`config.mk`:
```
export PLATFORM = sky130hd
export DESIGN_NAME = uart_xmt_param
export DESIGN_NICKNAME = d
export VERILOG_FILES = /design/src/rtl/uart_xmt_param.sv
export SDC_FILE = /design/constraint.sdc
export NUM_CORES = 1
export LEC_CHECK = 0
export CAP_MARGIN = 20
export CORE_UTILIZATION = 52
export CTS_BUF_LIST = sky130_fd_sc_hd__clkbuf_8 sky130_fd_sc_hd__clkbuf_16
export DETAILED_ROUTE_END_ITERATION = 10
export GPL_TIMING_DRIVEN = 0
export PLACE_DENSITY = 0.75
export SETUP_SLACK_MARGIN = 0.05
export SLEW_MARGIN = 20
export SYNTH_ARGS = -nofsm -noshare
export SYNTH_HDL_FRONTEND = slang
export SYNTH_SLANG_ARGS = --single-unit
```
`constraint.sdc`:
```
create_clock -name Clock -period 2.95 [get_ports Clock]
set_clock_uncertainty 0.2 [all_clocks]
set_input_delay 0.59 -clock Clock [delete_from_list [all_inputs] [get_ports Clock]]
set_output_delay 0.59 -clock Clock [all_outputs]
set_load 0.01 [all_outputs]
```
`src/rtl/uart_xmt_param.sv`:
```
// Parametrised UART transmitter: holding FIFO, baud timing, framing FSM and
// shift datapath. Words are sent LSB first with optional parity and 1 or 2
// stop bits; back-to-back frames follow each other with no idle gap.
module uart_xmt_param #(
  parameter int unsigned WORD_SIZE    = 8,
  parameter int unsigned FIFO_DEPTH   = 4,
  parameter int unsigned CLKS_PER_BIT = 16
) (
  input  logic                 Clock,
  input  logic                 rst_b,
  input  logic [WORD_SIZE-1:0] Data_Bus,
  input  logic                 Load_XMT_DR,
  input  logic [1:0]           parity_mode,
  input  logic                 two_stop,
  output logic                 Serial_out,
  output logic                 busy,
  output logic                 fifo_full,
  output logic                 fifo_empty,
  output logic                 overflow,
  output logic                 tx_done
);

  localparam int unsigned BaudW = (CLKS_PER_BIT > 1) ? $clog2(CLKS_PER_BIT) : 1;
  localparam int unsigned BitW  = $clog2(WORD_SIZE);
  localparam int unsigned PtrW  = $clog2(FIFO_DEPTH);
  localparam int unsigned CntW  = PtrW + 1;

  localparam logic [BaudW-1:0] BaudLast = BaudW'(CLKS_PER_BIT - 1);
  localparam logic [BitW-1:0]  BitLast  = BitW'(WORD_SIZE - 1);
  localparam logic [CntW-1:0]  CntFull  = CntW'(FIFO_DEPTH);

  typedef enum logic [2:0] {StIdle, StStart, StData, StParity, StStop} state_e;

  state_e r_state;
  state_e w_state_d;

  // Holding FIFO
  logic [WORD_SIZE-1:0] r_mem [FIFO_DEPTH];
  logic [PtrW-1:0]      r_wr_ptr;
  logic [PtrW-1:0]      r_rd_ptr;
  logic [CntW-1:0]      r_count;
  logic                 r_overflow;
  logic                 w_full;
  logic                 w_empty;
  logic                 w_push;
  logic                 w_pop;
  logic [WORD_SIZE-1:0] w_head;

  // Frame datapath; config is latched at pop and held for the whole frame
  logic [WORD_SIZE-1:0] r_shift;
  logic                 r_par_bit;
  logic                 r_par_en;
  logic                 r_two_stop;
  logic [BaudW-1:0]     r_baud;
  logic [BitW-1:0]      r_bit_cnt;
  logic                 w_baud_last;
  logic                 w_data_last;
  logic                 w_stop_end;

  assign w_full      = (r_count == CntFull);
  assign w_empty     = (r_count == '0);
  assign w_head      = r_mem[r_rd_ptr];
  assign w_baud_last = (r_baud == BaudLast);
  assign w_data_last = (r_bit_cnt == BitLast);
  // In STOP the bit counter counts stop bits already completed
  assign w_stop_end  = (r_state == StStop) && w_baud_last && (!r_two_stop || r_bit_cnt[0]);
  assign w_pop       = !w_empty && ((r_state == StIdle) || w_stop_end);
  // A pop in the same cycle frees a slot, so a push into a full FIFO is legal then
  assign w_push      = Load_XMT_DR && (!w_full || w_pop);

  assign fifo_full  = w_full;
  assign fifo_empty = w_empty;
  assign overflow   = r_overflow;

  // FIFO storage; contents need no reset since the pointers define validity
  always_ff @(posedge Clock) begin
    if (w_push) begin
      r_mem[r_wr_ptr] <= Data_Bus;
    end
  end

  // FIFO pointers, occupancy and sticky overflow flag
  always_ff @(posedge Clock or negedge rst_b) begin
    if (!rst_b) begin
      r_wr_ptr   <= '0;
      r_rd_ptr   <= '0;
      r_count    <= '0;
      r_overflow <= 1'b0;
    end else begin
      if (w_push) begin
        r_wr_ptr <= r_wr_ptr + 1'b1;
      end
      if (w_pop) begin
        r_rd_ptr <= r_rd_ptr + 1'b1;
      end
      if (w_push && !w_pop) begin
        r_count <= r_count + 1'b1;
      end else if (w_pop && !w_push) begin
        r_count <= r_count - 1'b1;
      end
      if (Load_XMT_DR && w_full && !w_pop) begin
        r_overflow <= 1'b1;
      end
    end
  end

  // FSM state register
  always_ff @(posedge Clock or negedge rst_b) begin
    if (!rst_b) begin
      r_state <= StIdle;
    end else begin
      r_state <= w_state_d;
    end
  end

  // FSM next-state logic
  always_comb begin
    w_state_d = r_state;
    unique case (r_state)
      StIdle: begin
        if (!w_empty) begin
          w_state_d = StStart;
        end
      end
      StStart: begin
        if (w_baud_last) begin
          w_state_d = StData;
        end
      end
      StData: begin
        if (w_baud_last && w_data_last) begin
          w_state_d = r_par_en ? StParity : StStop;
        end
      end
      StParity: begin
        if (w_baud_last) begin
          w_state_d = StStop;
        end
      end
      StStop: begin
        if (w_stop_end) begin
          w_state_d = w_empty ? StIdle : StStart;
        end
      end
      default: w_state_d = StIdle;
    endcase
  end

  // FSM outputs: line level, busy and end-of-frame pulse
  always_comb begin
    Serial_out = 1'b1;
    busy       = 1'b1;
    tx_done    = 1'b0;
    unique case (r_state)
      StIdle:   busy       = 1'b0;
      StStart:  Serial_out = 1'b0;
      StData:   Serial_out = r_shift[0];
      StParity: Serial_out = r_par_bit;
      StStop:   tx_done    = w_stop_end;
      default:  busy       = 1'b0;
    endcase
  end

  // Baud and bit counters restart on every state change, so no drift accumulates
  always_ff @(posedge Clock or negedge rst_b) begin
    if (!rst_b) begin
      r_baud    <= '0;
      r_bit_cnt <= '0;
    end else if (w_state_d != r_state) begin
      r_baud    <= '0;
      r_bit_cnt <= '0;
    end else if (r_state != StIdle) begin
      if (w_baud_last) begin
        r_baud <= '0;
        if ((r_state == StData) || (r_state == StStop)) begin
          r_bit_cnt <= r_bit_cnt + 1'b1;
        end
      end else begin
        r_baud <= r_baud + 1'b1;
      end
    end
  end

  // Shift register load on pop, shift at each data bit boundary; frame config latch
  always_ff @(posedge Clock or negedge rst_b) begin
    if (!rst_b) begin
      r_shift    <= '0;
      r_par_bit  <= 1'b0;
      r_par_en   <= 1'b0;
      r_two_stop <= 1'b0;
    end else if (w_pop) begin
      r_shift    <= w_head;
      r_par_bit  <= (^w_head) ^ (parity_mode == 2'b10);
      r_par_en   <= (parity_mode == 2'b01) || (parity_mode == 2'b10);
      r_two_stop <= two_stop;
    end else if ((r_state == StData) && w_baud_last) begin
      r_shift <= r_shift >> 1;
    end
  end

endmodule

```
==> summary.txt <==
Global route
  • Largest net degree at the start of global routing: 30
  • Total GRT Usage: 0.2003
  • Initial antenna violation count: 0
  • Grt total ovfl: 0
  • Number of global-route vias before repair: 1748
  • First-pass GRT wire length: 8.079 mm

Synth
  • Synthesized instance count: 208
  • Post-synthesis async set-or-reset flop share: 0.4754
  • Synthesized Nets: 232
  • Ys flop type: edfxtp_1
  • Simple-gate share of the synthesized area: 0.1233
  • Adder and majority cell fraction of the synthesized area: 0.04734
  • Main combinational cell family by area after synthesis: simple AND/OR/NAND/NOR gates
  • Post-synth top area share: 0.3430
  • Distinct cells, synth: 41
  • Syn avg cell area: 13.47 sq um
  • Largest area contributor in the netlist: edfxtp_1
  • Mux share of post-synthesis cell area: 0.09245
  • Synth Area in Compound Gates: 0.04824
  • Register area share after synthesis: 0.6021
  • Post-synthesis register bit count: 61
  • Synthesized area: 2801 sq um
  • EDFF count, synth: 32
  • Largest cells by area after synthesis: edfxtp_1 (34%), dfrtp_1 (26%), ha_1 (4.0%)
  • Warnings, synthesis: 0
  • Synth Area in XOR/XNOR: 0.06074

Finish
  • Nets: 264
  • Final core utilization: 0.6497
  • Area Overhead vs Synth: 19.20%
  • Final instance area: 3339 sq um
  • Final antenna diode count: 0
  • Share of layout cells above drive strength 1: 0.1592

Critical path
  • Critical path launch point type: register
  • Worst Path Class, Setup: register to register
  • CP arrival: 2.87 ns
  • Worst flop-to-flop path endpoint: r_count[2]
  • Worst setup path startpoint: r_baud[0]
  • Start of the worst register-to-register path: r_baud[0]
  • Worst EP required: 3.02 ns
  • Worst Setup EP: r_count[2]
  • Worst Path Max Fanout: 7
  • Number of cells on the worst reg-to-reg path: 11
  • CP Capture Type: register
  • R2R Setup Slk: 0.15 ns

Timing
  • Slew margin rel.: 0.5596
  • Fmax: 356.9 MHz
  • RSZ-0062 raised after global routing: true
  • Final critical-path share of the clock period: 0.9499
  • Setup TNS: 0 ns
  • Fin worst setup slack: 0.1478 ns
  • Setup-failing EPs final: 0
  • Slew @ Worst Pin: 0.6607 ns
  • Final Hold Viols: 0
  • Final min period: 2.802 ns
  • Max-slew violations: 0

Floorplan
  • Row cnt: 26
  • IO Pins: 20
  • Chip width: 75.40 um
  • Die Area: 5685 sq um
  • Starting Density: 0.5450
  • Core area: 5140 sq um
  • Die Height: 75.40 um

Placement
  • Cell Area, Placed: 3074 sq um
  • Dpl hpwl: 3.349 mm
  • Place WS: -0.3487 ns
  • Gpl congestion: 0.7458
  • IO Port Bufs: 19

Clock tree
  • CTS tree: done
  • TritonCTS Sinks: 61
  • CTS clk-pin slew, worst paths: 0.07 ns
  • Clock Path Buffers: 2
  • Num CTS Buffers: 9
  • Root Buffer: clkbuf_8
  • Skew-Pair Late Insertion Delay: 0.34 ns
  • Number of hold buffers added after CTS: 0
  • # H-tree levels: 3

Routing
  • Final ANT Viol Nets: 0
  • Initial drt markers: 82
  • Via count: 1702
  • DR pass1 iterations: 4
  • Final wirelength: 4.862 mm
  • Drt wl/cell: 15.43 um
  • Remaining DRCs: 0
  • Vias/cell: 5.403

Pwr
  • Maximum VDD drop: 0.0006508 V
  • Overall power: 3.492 mW
  • Lkg Pwr: 1.340 nW
  • Pwr Density: 1046 nW/um^2

Run status
  • Outcome: completed

Hold path
  • HP Class: input pin to async pin

Run
  • MaxCap Viol Count: 0
==> cell type report <==
class,count,area [sq um]
inverters,6,22.52
clock buffers,9,123.9
flip-flops and latches,61,1687
plain buffers,8,52.55
clock inverters,7,91.34
repair buffers,21,202.7
well taps,70,87.58
multi-input cells,133,1072
fillers,403,1800
==> flip-flops by register name, indices dropped and copies added (netlist names) <==
name / count
overflow: 1
r_baud: 4
r_mem: 32
r_wr_ptr: 2
r_bit_cnt: 3
r_count: 3
r_shift: 8
r_par_en: 1
r_two_stop: 1
r_state: 3
r_par_bit: 1
r_rd_ptr: 2
==> per-stage QoR <==
stage | cells | hold WS, ns
after CTS | 314 | 0.09262
final | 315 | 0.07536
after floorplan | 208 | 0.09441
after global placement | 297 | 0.2664
after global routing | 315 | 0.1243
after detailed placement | 297 | 0.2798
==> Yosys cell counts, types with 3 or more instances <==
master / count
o21ai_0: 4
mux4_1: 4
dfrtp_1: 29
inv_1: 6
a31oi_1: 6
edfxtp_1: 32
nand2_1: 20
mux2_2: 3
and2_1: 5
xnor2_1: 10
ha_1: 9
mux2i_1: 3
mux4_2: 4
nor3_1: 10
nor2_1: 14
nand3_1: 8
xor2_1: 5
a21oi_1: 4
clkbuf_1: 3
==> layout by cell type (no fill, tap or decap), types with 2 or more instances in the layout <==
| master | count |
|---|---|
| nand3b_1 | 2 |
| ha_1 | 8 |
| and2_1 | 5 |
| clkbuf_2 | 2 |
| clkbuf_8 | 10 |
| mux2i_1 | 3 |
| clkdlybuf4s50_1 | 17 |
| xnor2_1 | 10 |
| mux4_2 | 4 |
| o21ai_0 | 3 |
| a21oi_1 | 4 |
| nor3_1 | 10 |
| buf_4 | 2 |
| nand2_1 | 20 |
| nand3_1 | 7 |
| nand2b_1 | 2 |
| or3_1 | 2 |
| xor2_1 | 5 |
| o22a_1 | 2 |
| nor2b_1 | 2 |
| buf_2 | 3 |
| dfrtp_1 | 29 |
| mux2_2 | 3 |
| a31oi_1 | 6 |
| bufinv_16 | 2 |
| inv_1 | 7 |
| mux4_1 | 4 |
| nor2_1 | 14 |
| edfxtp_1 | 32 |
| clkinvlp_4 | 3 |
==> worst max-delay path, cell delays in order, from the launching register on <==
cell and delay (ns):
dfrtp_1 0.40, ha_2 0.23, nand3_4 0.14, o21ai_2 0.25, nand2_1 0.10, a21boi_2 0.31, ha_1 0.25, inv_1 0.06
fa_1 0.37, xor2_1 0.15, nor2_1 0.12, xor2_1 0.15
==> worst min-delay path by stage <==
stage / slack (ns) / endpoint / depth (start not counted) / startpoint
after floorplan: 0.09 / overflow / 0 / rst_b
after global placement: 0.27 / overflow / 1 / overflow
after detailed placement: 0.28 / r_count[2] / 1 / r_count[2]
after CTS: 0.09 / r_count[0] / 1 / rst_b
after global routing: 0.12 / r_count[2] / 1 / rst_b
final: 0.08 / r_count[2] / 1 / rst_b
==> metal layers <==
layer	vias to the layer above	GRT usage	part of all wire
li1	818	-	-
met1	849	0.2540	0.46
met2	26	0.3175	0.49
met3	9	0.05159	0.023
met4	0	0.1091	0.023
met5	-	0	0
==> logic make-up after synthesis <==
group	Yosys count
mux	14
simple gates	71
fa+ha+maj	10
xor+xnor	17
flops	61
buf+inv	14
compound gates	21
==> timing repair <==
item | 4_1_cts | 5_1_grt
cloned | 0 | 0
pin swaps | 0 | 1
setup endpoints to repair | 3 | 4
gates resized for setup | 4 | 7
setup buffers | 1 | 1
==> report_power, final <==
part	switching, mW	internal, mW	total, mW
Sequential	0.155	1.18	1.34
Clock	0.329	0.470	0.799
Combinational	0.662	0.694	1.36
Power figures use the tool's default switching activity.
